File: src/rtl/wb_dma_grant_pkg.sv
`default_nettype none
// ============================================================================
// Module   : wb_dma_grant_pkg
// Brief    : Shared types and constants for the DMA channel grant sequencer.
// Revision : 1.0
// ============================================================================
package wb_dma_grant_pkg;

    localparam int CH_IDX_W     = 5;
    localparam int CH_COUNT_MAX = 31;
    localparam int PRI_W_DEF    = 3;

    typedef enum logic [1:0] {
        IDLE  = 2'd0,
        ARB   = 2'd1,
        GRANT = 2'd2,
        BUSY  = 2'd3
    } grant_state_t;

endpackage
`default_nettype wire

File: src/rtl/wb_dma_rr_find.sv
`default_nettype none
// ============================================================================
// Module   : wb_dma_rr_find
// Brief    : Combinational rotating first-one finder over a channel mask.
// Revision : 1.0
// ============================================================================
module wb_dma_rr_find
    import wb_dma_grant_pkg::*;
#(
    parameter int N = CH_COUNT_MAX
)
(
    input  logic [N-1:0]          mask,
    input  logic [CH_IDX_W-1:0]   start,
    output logic                  hit,
    output logic [CH_IDX_W-1:0]   idx
);

    localparam int c_POS_W = CH_IDX_W + 1;

    logic [63:0]        w_mask_ext;
    logic [c_POS_W-1:0] w_pos;

    assign w_mask_ext = 64'(mask);

    // start is always < N, so one conditional subtract is enough to wrap
    always_comb begin
        hit   = 1'b0;
        idx   = '0;
        w_pos = '0;
        for (int k = 0; k < N; k++) begin
            w_pos = {1'b0, start} + c_POS_W'(k);
            if (w_pos >= c_POS_W'(N)) begin
                w_pos = w_pos - c_POS_W'(N);
            end
            if (!hit && w_mask_ext[w_pos]) begin
                hit = 1'b1;
                idx = w_pos[CH_IDX_W-1:0];
            end
        end
    end

endmodule
`default_nettype wire

File: src/rtl/wb_dma_ch_grant.sv
`default_nettype none
// ============================================================================
// Module   : wb_dma_ch_grant
// Brief    : Picks one channel at the encoder's priority and holds the grant
//            through the engine start/done handshake.
//            WB_DMA_CH_GRANT_RR_EN selects round-robin; otherwise fixed order.
// Revision : 1.0
// ============================================================================
module wb_dma_ch_grant
    import wb_dma_grant_pkg::*;
#(
    parameter int CH_COUNT = CH_COUNT_MAX,
    parameter int PRI_W    = PRI_W_DEF
)
(
    input  logic                      clk,
    input  logic                      rst,
    input  logic [CH_COUNT-1:0]       valid,
    input  logic [CH_COUNT*PRI_W-1:0] pri,
    input  logic [PRI_W-1:0]          pri_out,
    input  logic                      de_start,
    input  logic                      de_done,
    output logic [CH_IDX_W-1:0]       ch_sel,
    output logic                      ch_sel_vld,
    output logic                      next_ch
);

    localparam logic [CH_IDX_W-1:0] c_LAST_CH = CH_IDX_W'(CH_COUNT - 1);

    grant_state_t          r_state;
    logic [CH_COUNT-1:0]   w_cand;
    logic [31:0]           w_valid_ext;
    logic [CH_IDX_W-1:0]   w_start;
    logic                  w_hit;
    logic [CH_IDX_W-1:0]   w_idx;

    genvar gi;
    generate
        for (gi = 0; gi < CH_COUNT; gi++) begin : g_cand
            assign w_cand[gi] = valid[gi] && (pri[gi*PRI_W +: PRI_W] == pri_out);
        end
    endgenerate

    // Zero-padded to 32 so a 5-bit ch_sel can index it directly
    assign w_valid_ext = 32'(valid);

`ifdef WB_DMA_CH_GRANT_RR_EN
    logic [CH_IDX_W-1:0] r_rr_ptr;
    assign w_start = (r_rr_ptr >= c_LAST_CH) ? '0 : r_rr_ptr + 1'b1;
`else
    assign w_start = '0;
`endif

    wb_dma_rr_find #(
        .N (CH_COUNT)
    ) u_find (
        .mask  (w_cand),
        .start (w_start),
        .hit   (w_hit),
        .idx   (w_idx)
    );

    always_ff @(posedge clk or negedge rst) begin
        if (!rst) begin
            r_state    <= IDLE;
            ch_sel     <= '0;
            ch_sel_vld <= 1'b0;
            next_ch    <= 1'b0;
`ifdef WB_DMA_CH_GRANT_RR_EN
            r_rr_ptr   <= c_LAST_CH;
`endif
        end else begin
            next_ch <= 1'b0;
            case (r_state)
                IDLE: begin
                    ch_sel_vld <= 1'b0;
                    if (|valid) begin
                        r_state <= ARB;
                    end
                end
                ARB: begin
                    if (w_hit) begin
                        ch_sel     <= w_idx;
                        ch_sel_vld <= 1'b1;
                        r_state    <= GRANT;
                    end else begin
                        r_state    <= IDLE;
                    end
                end
                GRANT: begin
                    // de_start takes precedence over a same-cycle withdraw
                    if (de_start) begin
                        r_state <= BUSY;
                    end else if (!w_valid_ext[ch_sel]) begin
                        ch_sel_vld <= 1'b0;
                        r_state    <= IDLE;
                    end
                end
                BUSY: begin
                    if (de_done) begin
`ifdef WB_DMA_CH_GRANT_RR_EN
                        r_rr_ptr   <= ch_sel;
`endif
                        next_ch    <= 1'b1;
                        ch_sel_vld <= 1'b0;
                        r_state    <= IDLE;
                    end
                end
                default: begin
                    r_state <= IDLE;
                end
            endcase
        end
    end

endmodule
`default_nettype wire

File: config.mk
export PLATFORM = sky130hd
export DESIGN_NAME = wb_dma_ch_grant
export DESIGN_NICKNAME = d
export VERILOG_FILES = /design/src/rtl/wb_dma_grant_pkg.sv /design/src/rtl/wb_dma_rr_find.sv /design/src/rtl/wb_dma_ch_grant.sv
export SDC_FILE = /design/constraint.sdc
export NUM_CORES = 1
export LEC_CHECK = 0
export ABC_AREA = 1
export BUFFER_PORTS_ARGS = -buffer_cell sky130_fd_sc_hd__buf_2
export CAP_MARGIN = 5
export CORE_AREA = 2 2 85 87
export DETAILED_ROUTE_END_ITERATION = 12
export DIE_AREA = 0 0 87 89
export PLACE_DENSITY = 0.71
export SYNTH_ARGS = -nofsm -noshare
export SYNTH_HDL_FRONTEND = slang
export SYNTH_SLANG_ARGS = --single-unit
export TNS_END_PERCENT = 30
File: constraint.sdc
create_clock -name clk -period 3.9 [get_ports clk]
set_input_delay 1.17 -clock clk [delete_from_list [all_inputs] [get_ports clk]]
set_output_delay 1.17 -clock clk [all_outputs]
set_load 0.005 [all_outputs]
==> qor.txt <==
Clock Sinks: 9
Wirelength per Cell: 13.5 µm
status: finished, final reports clean
max-cap viol count: 0
multi-input logic area: 2080 µm²
final hold violation count: 0
Synth Instances: 477
root cell of the clock tree: clkbuf_8
Worst Setup Start Kind: input pin
Switching Fraction: 50.7%
clk_skew: 0.00451 ns
net count after synthesis: 608
# diodes: 0
first-pass GRT wire length: 14.8 mm
worst path required time: 4.02 ns
ys flop type: dfrtp_1
most common cell after layout, fill and taps aside: buf_2
cell row count: 30
total wire length: 9.52 mm
Placer Congestion: 0.934
die height: 89 µm
FF/Latch Area: 225 µm²
I/O Pins: 138
WS Path Type: in2reg
Final #Nets: 756
Least-Margin Pin Slew: 0.612 ns
Detailed Routing Iterations Pass 1: 4
ranking of synthesized cells by area: nand2_1 13%, inv_1 12%, dfrtp_1 8.5%, xor2_1 8.3%, nor2_1 6.8%
Synth area leader: nand2_1
Final min period: 3.78 ns
Initial DRC Count: 209
layout cells sized above 1: 34.1%
TritonCTS Buffers: 3
Placed Cells: 690
maximum VDD drop: 164 µV
clock group share of total power: 10.2%
I/O Buffers: 137
fmax: 264 MHz
clk_lat worst skew: 0.24 ns
CTS clk-pin slew, worst paths: 0.04 ns
Power, Total: 1.07 mW
Gate power share: 72.4%
Slew Viols, Final: 0
pin count of the biggest net entering global routing: 39
CTS H-tree depth: 1
area of the core: 6720 µm²
Vias/cell: 5.20
Seq/Total Area, Yosys: 8.50%
syn avg cell area: 5.56 µm²
Initial Util: 39.4%
worst hold slack: 0.481 ns
unrepaired setup endpoints after global routing: yes
Clock Path Buffers: 2
Tcrit/Tclk final: 97.0%
number of global-route vias before repair: 3270
Fill cells: 694
Post-DP HPWL: 7.76 mm
CP endpoint kind: register
Slew Limit Headroom: 58.9%
initial antenna violation count: 0
sequential power share: 17.4%
final core occ: 55.9%
final cell count without fillers: 704
Cell Area, Synth: 2650 µm²
setup violators final: 0
unique cell type count in the Yosys netlist: 42
fraction of registers with async set/reset: 100%
most frequent cells in the layout: 129 x buf_2, 79 x inv_1, 78 x nand2_1, 44 x nor2_1, 30 x a21oi_1
Layout area overhead: 41.7%
flops & latches, synth: 9
gr ovfl total: 0
Die Width: 87 µm
Hold Path Class: reg2reg
# DRC: 0
P per Cell Area: 285 nW/µm²
Leakage Power: 2.06 nW
internal power: 0.528 mW
post-synth top area share: 12.6%
CTS tree: built
EDFF count, synth: 0
Arrival @ worst endpoint: 3.91 ns
Die Area: 7740 µm²
P_sw: 0.542 mW
via count: 3662
Routed Antenna Nets: 0
warnings from Yosys: 0
GR Util All Layers: 23.5%
Crit Path Max Fanout: 8
## what timing repair did
action                                  in CTS  in global routing
setup buffers                                0                  9
gates resized for setup                      0                 60
hold buffers                                 0                  0
endpoints found under the setup margin       0                  7
## synthesized netlist by cell type (all sizes together), types with 3 or more instances
| master | number |
|---|---|
| a211oi | 15 |
| o22ai | 13 |
| or2 | 7 |
| o2111ai | 3 |
| nor2 | 54 |
| dfrtp | 9 |
| a21oi | 31 |
| o211ai | 3 |
| nand3 | 32 |
| inv | 87 |
| nor4 | 10 |
| xor2 | 25 |
| nor3 | 4 |
| xnor2 | 9 |
| nand2 | 93 |
| nand3b | 4 |
| o21ai | 29 |
| nand4 | 18 |
| clkbuf | 8 |
| buf | 9 |
## final cells by class
cell class                      count  area share, %
Sequential cell                     9           6.00
Multi-Input combinational cell    362           55.4
Clock buffer                        4           1.20
Tap cell                           80           2.66
Timing Repair Buffer              160           25.1
Inverter                           89           9.63
## critical path: stages
cell and delay, ns:
buf_12 0.12, buf_4 0.15, xnor2_1 0.12, nand4_1 0.23, nand4_4 0.15, nor2_4 0.15, nand4_4 0.11, nor2_4 0.13
nand4_1 0.13, nor2_2 0.17, nand4_1 0.12, nor2_2 0.20, nand4_2 0.16, nor2_4 0.19, nand3_2 0.08, nor2_1 0.11
nand3_1 0.13, nand2_2 0.13, nand2_1 0.06, nand2_1 0.06, nand2_1 0.04
## path summary, 6_finish.rpt
kind / slack, ns / end / cells after the start / from
hold / removal: 0.48 / ch_sel_vld / 2 / ch_sel_vld
setup reg to reg: 1.77 / r_state[1] / 10 / ch_sel[1]
setup / recovery: 0.12 / ch_sel[3] / 21 / pri_out[1]
min in group asynchronous: 0.77 / r_state[1] / 1 / rst
hold reg to reg: 0.48 / ch_sel_vld / 2 / ch_sel_vld
max in group asynchronous: 2.95 / ch_sel[0] / 1 / rst
## state kept, by name (all words and copies together), names as in the netlist
register    cells
ch_sel_vld      1
r_state         2
ch_sel          5
next_ch         1
## metal layers
layer	up-vias	global-route usage (%)	share of wire [%]
met5	-	0	0
met4	0	3.98	1.0
met3	15	3.97	7.2
met1	1633	29.6	44
li1	1880	-	-
met2	134	42.7	48
## stage by stage
step / setup TNS, ns / setup WS [ns] / instance area, µm²
2_1_floorplan: 0 / 0.374 / 2650
4_1_cts: 0 / 0.153 / 3490
3_3_place_gp: 0 / 0.0585 / 3440
5_1_grt: -0.362 / -0.0974 / 3760
6_report: 0 / 0.118 / 3760
3_5_place_dp: -0.459 / -0.0834 / 3440
## cells by family (layout without fill, tap and decap cells)
kind of cell / Yosys count / in the layout / synth area share, %
simple gates: 227 / 227 / 41.4
buf+inv: 106 / 253 / 16.0
compound gates: 101 / 101 / 22.9
xor+xnor: 34 / 34 / 11.2
flops: 9 / 9 / 8.50
## power by group through the flow
stage	Combinational [mW]	Clock [mW]	Sequential, mW
2_1_floorplan	0.476	0	0.177
3_3_place_gp	0.711	0	0.187
3_5_place_dp	0.723	0	0.187
4_1_cts	0.725	0.109	0.185
5_1_grt	0.881	0.112	0.192
6_report	0.775	0.109	0.186
Power figures use the tool's default switching activity.
